[src/rtl/timer_io_if.sv]
// timer_io_if: memory-mapped bus between a CPU-side master and the timer_io
// peripheral.
//   we    : write strobe, qualified by addr
//   addr  : word index (0 CTRL, 1 COUNT, 2 COMPARE, 3 STATUS)
//   wdata : write data
//   rdata : read data, combinational from addr
//   irq   : interrupt request from the peripheral
interface timer_io_if;
  logic        we;
  logic [1:0]  addr;
  logic [31:0] wdata;
  logic [31:0] rdata;
  logic        irq;

  modport master (output we, addr, wdata, input rdata, irq);
  modport slave  (input we, addr, wdata, output rdata, irq);
endinterface

[src/rtl/timer_io.sv]
// timer_io: memory-mapped tick timer.
// The system clock is divided by DIV = CLK_FREQ_HZ / TICK_HZ into ticks.
// Each tick advances a 32-bit COUNT. COUNT == COMPARE on a tick sets
// STATUS.match and can optionally reload COUNT to 0.
//
// Ports:
//   clk   : system clock, all state on the rising edge
//   reset : asynchronous, active-high, clears all state
//   bus   : timer_io_if.slave (we, addr, wdata in; rdata, irq out)
//
// Register map (word index):
//   0 CTRL    bit0 run, bit1 irq_en, bit2 auto_reload, bit3 oneshot
//   1 COUNT   tick count, writable
//   2 COMPARE match value
//   3 STATUS  bit0 match, write 1 to clear
//
// Optional feature macro TIMER_IO_ONESHOT_EN: when defined, CTRL bit3 is
// stored, and a match with oneshot=1 stops the timer. When it is undefined,
// bit3 reads 0 and the timer is always free-running.
module timer_io #(
  parameter int CLK_FREQ_HZ = 1000000,
  parameter int TICK_HZ     = 1000
) (
  input  logic      clk,
  input  logic      reset,
  timer_io_if.slave bus
);

  localparam int DIV = (TICK_HZ > 0) ? CLK_FREQ_HZ / TICK_HZ : 0;
  localparam int REM = (TICK_HZ > 0) ? CLK_FREQ_HZ % TICK_HZ : 1;
  localparam int PW  = (DIV > 1) ? $clog2(DIV) : 1;
  localparam logic [PW-1:0] PRE_MAX = PW'(DIV - 1);

  generate
    if (TICK_HZ <= 0 || DIV < 1 || REM != 0) begin : g_bad_div
      $error("timer_io: CLK_FREQ_HZ/TICK_HZ must be an integer >= 1");
    end
  endgenerate

  logic          ctrl_run;
  logic          ctrl_irq_en;
  logic          ctrl_auto_reload;
  logic          ctrl_oneshot;
  logic [31:0]   count;
  logic [31:0]   compare;
  logic          status_match;
  logic [PW-1:0] pre;

  logic wr_ctrl, wr_count, wr_compare, wr_status;
  logic tick, match_ev;

`ifndef TIMER_IO_ONESHOT_EN
  assign ctrl_oneshot = 1'b0;
`endif

  assign wr_ctrl    = bus.we && (bus.addr == 2'd0);
  assign wr_count   = bus.we && (bus.addr == 2'd1);
  assign wr_compare = bus.we && (bus.addr == 2'd2);
  assign wr_status  = bus.we && (bus.addr == 2'd3);

  // The compare uses the COMPARE value held before this edge, so a COMPARE
  // write landing on a match edge does not affect that match.
  assign tick     = ctrl_run && (pre == PRE_MAX);
  assign match_ev = tick && (count == compare);

  always_ff @(posedge clk or posedge reset) begin
    if (reset) begin
      ctrl_run         <= 1'b0;
      ctrl_irq_en      <= 1'b0;
      ctrl_auto_reload <= 1'b0;
`ifdef TIMER_IO_ONESHOT_EN
      ctrl_oneshot     <= 1'b0;
`endif
      count            <= '0;
      compare          <= '0;
      status_match     <= 1'b0;
      pre              <= '0;
    end else begin
      // Prescaler keeps running across COUNT writes; a stopped timer parks it
      // at 0 so the first tick after a restart is a full DIV edges away.
      if (!ctrl_run || pre == PRE_MAX) pre <= '0;
      else                             pre <= pre + 1'b1;

      if (wr_ctrl) begin
        ctrl_run         <= bus.wdata[0];
        ctrl_irq_en      <= bus.wdata[1];
        ctrl_auto_reload <= bus.wdata[2];
`ifdef TIMER_IO_ONESHOT_EN
        ctrl_oneshot     <= bus.wdata[3];
`endif
      end
`ifdef TIMER_IO_ONESHOT_EN
      if (match_ev && ctrl_oneshot) ctrl_run <= 1'b0;
`endif

      if (wr_count)                           count <= bus.wdata;
      else if (match_ev && ctrl_auto_reload)  count <= '0;
      else if (tick)                          count <= count + 32'd1;

      if (wr_compare) compare <= bus.wdata;

      // Setting on a match outranks a simultaneous write-1-to-clear.
      if (match_ev)                       status_match <= 1'b1;
      else if (wr_status && bus.wdata[0]) status_match <= 1'b0;
    end
  end

  always_comb begin
    bus.rdata = '0;
    case (bus.addr)
      2'd0:    bus.rdata = {28'd0, ctrl_oneshot, ctrl_auto_reload, ctrl_irq_en, ctrl_run};
      2'd1:    bus.rdata = count;
      2'd2:    bus.rdata = compare;
      default: bus.rdata = {31'd0, status_match};
    endcase
  end

  assign bus.irq = status_match && ctrl_irq_en;

endmodule
[src/flat_wrapper.sv]
// flat-port wrapper written by rule: the top's interface ports become plain ports
module timer_io_flat 
#(
  parameter int CLK_FREQ_HZ = 1000000,
  parameter int TICK_HZ     = 1000
)
  (clk, reset, bus_we, bus_addr, bus_wdata, bus_rdata, bus_irq);
  timer_io_if bus_i ();
  input  logic clk;
  input  logic reset;
  input wire logic [$bits(bus_i.we)-1:0] bus_we;
  input wire logic [$bits(bus_i.addr)-1:0] bus_addr;
  input wire logic [$bits(bus_i.wdata)-1:0] bus_wdata;
  output wire logic [$bits(bus_i.rdata)-1:0] bus_rdata;
  output wire logic [$bits(bus_i.irq)-1:0] bus_irq;
  assign bus_i.we = bus_we;
  assign bus_i.addr = bus_addr;
  assign bus_i.wdata = bus_wdata;
  assign bus_rdata = bus_i.rdata;
  assign bus_irq = bus_i.irq;
  timer_io #(.CLK_FREQ_HZ(CLK_FREQ_HZ), .TICK_HZ(TICK_HZ)) u_core (.clk(clk), .reset(reset), .bus(bus_i));
endmodule
[config.mk]
export PLATFORM = sky130hd
export DESIGN_NAME = timer_io_flat
export DESIGN_NICKNAME = d
export VERILOG_FILES = /design/src/rtl/timer_io_if.sv /design/src/rtl/timer_io.sv /design/src/flat_wrapper.sv
export SDC_FILE = /design/constraint.sdc
export NUM_CORES = 1
export LEC_CHECK = 0
export BUFFER_PORTS_ARGS = -buffer_cell sky130_fd_sc_hd__buf_2
export CAP_MARGIN = 20
export CORE_MARGIN = 5
export CORE_UTILIZATION = 35
export CTS_CLUSTER_SIZE = 40
export DETAILED_ROUTE_END_ITERATION = 8
export PLACE_DENSITY = 0.5
export SLEW_MARGIN = 10
export SYNTH_ARGS = -nofsm -noshare
export SYNTH_HDL_FRONTEND = slang
export SYNTH_SLANG_ARGS = --single-unit
[constraint.sdc]
create_clock -name clk -period 5.5 [get_ports clk]
set_input_delay 1.375 -clock clk [delete_from_list [all_inputs] [get_ports clk]]
set_output_delay 1.375 -clock clk [all_outputs]
set_load 0.02 [all_outputs]
# After elaboration in Yosys (flattened, before gate mapping)
# Cells that the tools add are included.
dict set report word_totals {
  register_bits 78
  wordCells 35
  input_bits 37
  out_inout_bits 33
}
dict set report classes {
  n_reduce_logical 14
  n_eq_ne 5
  n_addsub 2
  muxes 7
}
# operator count
set ops {}
lappend ops {{$mux W32} 3}
lappend ops {{$pmux W32 S3} 1}
lappend ops {{$add A32 B1 Y32 const B} 1}
lappend ops {{$eq A32 B32 Y1} 1}
lappend ops {{$add A10 B1 Y10 const B} 1}
lappend ops {{$eq A10 B10 Y1 const B} 1}
lappend ops {{$mux W10} 1}
lappend ops {{$logic_and A1 B1 Y1} 9}
lappend ops {{$eq A2 B2 Y1 const B} 2}
lappend ops {{$reduce_bool A3 Y1} 1}
lappend ops {{$eq A2 B1 Y1 const B} 1}
lappend ops {{$logic_not A2 Y1} 1}
lappend ops {{$mux W1} 2}
lappend ops {{$reduce_bool A2 Y1} 1}
lappend ops {{$logic_not A1 Y1} 1}
lappend ops {{$logic_or A1 B1 Y1} 1}

# Depth between registers and ports, before layout
dict set report logic_depth {
  word_depth 6
  depth_mapped 10
  depth_no_buf 7
}

# Worst setup path after synthesis
# No wires, ideal clock.
dict set report synth_path {
  path_kind {input-to-output}
  start {input bus_addr[1]}
  end {output bus_rdata[10]}
  t_required_ns 4.125
  arrival_ns 2.713
  path_buffers 3
  setup_slack_ns 1.412
  stages 5
  path_cell_list {clkbuf_1 nor2b_1 clkbuf_1 clkbuf_1 a22o_1}
}
dict set report synth_via {
  elab_chain_cells 2
  elab_cells_between_ends 4
  cone_classes {eq/ne: 2; mux: 1; reduce/logical: 1}
}
# element line_no
set synth_rtl {}
lappend synth_rtl {{start: declaration} flat_wrapper.sv:12} ;# input wire logic [$bits(bus_i.addr)-1:0] bus_addr;
lappend synth_rtl {{$eq A2 B2 Y1, or another cell as far along} timer_io.sv:110} ;# case (bus.addr)
lappend synth_rtl {{$pmux W32 S3 (*)} timer_io.sv:110}
lappend synth_rtl {{end: declaration} flat_wrapper.sv:14} ;# output wire logic [$bits(bus_i.rdata)-1:0] bus_rdata;
# Mark *: on every way between the ends. The rest lies on a longest branch, timed or not.

# Worst setup path after layout
dict set report layout_path {
  start {input bus_addr[0]}
  end {output bus_rdata[25]}
}
# Same word-level chain as after synthesis.

==> impl_metrics.py <==
metrics = {
    "clock_network": {
        "hold_buffers": 0,
        "clock_sinks": 78,
        "cts.path.max_buffers": 2,
        "cts_setup_buffers": 0,
        "clk_pin_slew_ns": 0.06,
        "cts_inserted_buffers": 9,
        "cts.htree.levels": 3,
        "clock_latency_ns": 0.34,
        "root_buffer": "clkbuf_16",
        "cts_tree": "built",
        "post_cts_resized": 0,
    },
    "critical_path": {
        "cpPeakStageDelay_ns": 0.69,
        "cp_num_cells": 5,
        "reg2reg_depth": 6,
        "required_ns": 4.12,
        "ff2ff_setup_slack_ns": 2.38,
        "cp-end-kind": "output pin",
        "crit_slowest_cell": "nor2b_2",
        "cp_cell_sequence": "buf_2, nor2b_2, buf_4, a22o_1, buf_2",
        "crit_buf_inv": 3,
        "cp-start-kind": "primary input",
        "critical_path_class": "in -> out",
        "cp_common_cell": "buf_2",
        "crit_arrival_ns": 2.89,
        "path_delay_family": "simple AND/OR/NAND/NOR gates",
        "cp_max_fo": 16,
    },
    "logic_synthesis": {
        "yosysMostFrequentCell": "dfrtp_1",
        "netlist_area_sq_um": 4750,
        "synth_edf_count": 0,
        "synth_ff_type": "dfrtp_1",
        "synth-seq-cells": 78,
        "synth_area_leaders": "dfrtp_1 (41%), mux2_2 (8.1%), xnor2_1 (6.1%)",
        "synth_cell_types": 49,
        "syn_inst": 521,
        "synth_nets": 560,
        "yosysTopAreaCellShare": 0.411,
        "synth_commonest_cells": "dfrtp_1 (78), nand2_1 (49), a21oi_1 (47)",
        "synth_seq_area_share": 0.411,
        "yosysTopAreaCell": "dfrtp_1",
        "synth.avg_cell_area_sq_um": 9.13,
        "synth-async-reset-ratio": 1.00,
        "yosysWarnings": 0,
    },
    "detailed_routing": {
        "antenna_left": 0,
        "wl_per_cell_microns": 18.2,
        "viasPerCell": 5.40,
        "drt-initial-drc-count": 254,
        "vias": 4015,
        "routed_wl_microns": 13500,
        "drc": 0,
        "drtPass1Iterations": 5,
    },
    "timing": {
        "fin_ws_ns": 1.23,
        "fin_crit_ns": 4.27,
        "fin_worst_skew_ns": 0.00902,
        "min_period_over_period": 0.776,
        "rsz0062_at_grt": "false",
        "tns_ns": 0,
        "hold_viol": 0,
        "worst_pin_slew_ns": 0.896,
        "setup_viol": 0,
        "slew_headroom": 0.401,
        "max_freq_ghz": 0.234,
        "drv_slew": 0,
    },
    "outcome": {
        "status": "finished clean",
    },
    "min_path": {
        "hold_class": "reg -> reg",
        "hold_depth": 1,
    },
    "power_and_ir_drop": {
        "ir_drop_mv": 0.144,
        "comb_power_share": 0.230,
        "p_sw_uw": 514,
        "p_per_area_nw_per_um2": 306,
        "power_frac_seq": 0.433,
        "sw_frac_of_total": 0.307,
        "clockPowerShare": 0.337,
        "power.internal_mw": 1.16,
        "power_leakage_nw": 2.37,
    },
    "final_layout": {
        "fin_nets": 603,
        "fillers": 1339,
        "diodes": 0,
        "drive_above_1_share": 0.238,
        "syn2layout_area_growth_pct": 15.1,
    },
    "floorplanning": {
        "core_sq_um": 13300,
        "rows": 42,
        "start_util": 0.358,
        "dieHeight_microns": 127,
        "dieArea_sq_um": 16000,
        "die_x_microns": 127,
        "ios": 70,
    },
    "global_routing": {
        "grt_pass1_wl_microns": 22000,
        "groute.usage.overall": 0.173,
        "grt_max_degree": 56,
        "gr-total-overflow": 0,
        "grt_pass1_vias": 3988,
        "antenna_found_initial": 0,
    },
    "placed_design": {
        "hpwl_microns": 9330,
        "port_buffers": 69,
        "place_congestion": 0.802,
        "pre_cts_ws_ns": 1.11,
    },
    "flow_run": {
        "cap_violations": 0,
    },
}
-- sequential cells by signal, indices dropped and copies added, names as in the netlist --
signal / cells
u_core.ctrl_irq_en: 1
u_core.status_match: 1
u_core.compare: 32
u_core.ctrl_auto_reload: 1
u_core.pre: 10
u_core.ctrl_run: 1
u_core.count: 32
-- layout by cell type (no fill, tap or decap), types with 3 or more instances in the layout --
cell / n
buf_4: 9
nor4_1: 9
xnor2_1: 33
nand4_1: 22
o22a_1: 7
clkbuf_16: 9
a22o_1: 29
nor3_1: 13
nor2_1: 32
xor2_1: 5
nand2_1: 49
clkbuf_8: 3
and3_1: 9
nand3_1: 17
buf_2: 69
dfrtp_1: 78
or3_1: 11
a21oi_1: 47
mux2_2: 34
a21o_1: 5
and2_1: 13
o21ai_0: 23
-- logic make-up (layout without fill, tap and decap cells) --
logic type      after synthesis  after routing  synth area share
compound gates              124            124             0.171
xor+xnor                     38             38            0.0700
fa+ha+maj                     2              2           0.00526
buf+inv                      49             95            0.0439
flops                        78             78             0.411
mux                          37             37            0.0895
simple gates                193            193             0.210
-- power groups by stage --
| stage | Sequential [mW] | Combinational, mW | Clock [mW] |
|---|---|---|---|
| after detailed placement | 0.733 | 0.388 | 0 |
| final | 0.726 | 0.385 | 0.564 |
| after CTS | 0.724 | 0.391 | 0.581 |
| after floorplan | 0.702 | 0.294 | 0 |
| after global placement | 0.733 | 0.384 | 0 |
| after global routing | 0.738 | 0.429 | 0.601 |
-- per-layer routing --
layer  wire (microns)  vias to the layer above  global-route usage  part of all wire
met3              574                       10              0.0303             0.042
met5                0                        -                   0                 0
li1                 -                     1968                   -                 -
met2             6250                       84               0.267              0.46
met1             6540                     1953               0.248              0.48
met4              163                        0              0.0568             0.012
-- path summary, 6_finish.rpt --
check,startpoint,end
max,bus_addr[0],bus_rdata[25]
min,u_core.pre[0],u_core.pre[0]
max reg2reg,u_core.count[27],u_core.count[12]
min reg2reg,u_core.pre[0],u_core.pre[0]
max in group asynchronous,reset,u_core.compare[18]
min in group asynchronous,reset,u_core.pre[8]
-- per-stage QoR --
| stage | cells | util | hold WS (ns) | cell area (sq um) | power [mW] |
|---|---|---|---|---|---|
| after floorplan | 521 | - | 0.455 | 4750 | 0.996 |
| after global placement | 729 | 0.391 | 0.487 | 5200 | 1.12 |
| after detailed placement | 729 | 0.391 | 0.482 | 5200 | 1.12 |
| after CTS | 743 | 0.412 | 0.491 | 5470 | 1.70 |
| after global routing | 743 | 0.412 | 0.533 | 5470 | 1.77 |
| final | 743 | 0.412 | 0.494 | 5470 | 1.67 |
-- area by class of cell --
type / count / area, sq um / area share
multi-input combinational: 394 / 2600 / 0.475
timing repair buffer: 78 / 413 / 0.0755
clock inverter: 1 / 5.00 / 0.000915
sequential: 78 / 1950 / 0.357
tap: 176 / 220 / 0.0402
clock buffer: 13 / 270 / 0.0494
inverter: 3 / 12.5 / 0.00229
-- worst register-to-register path, cell delays in order (launching register included) --
cell     delay (ns)
dfrtp_1        0.47
xnor2_1        0.29
nand4_1        0.15
nor4_1         0.53
nand3_1        0.77
and3_1         0.47
o32a_1         0.32
Power figures use the tool's default switching activity.
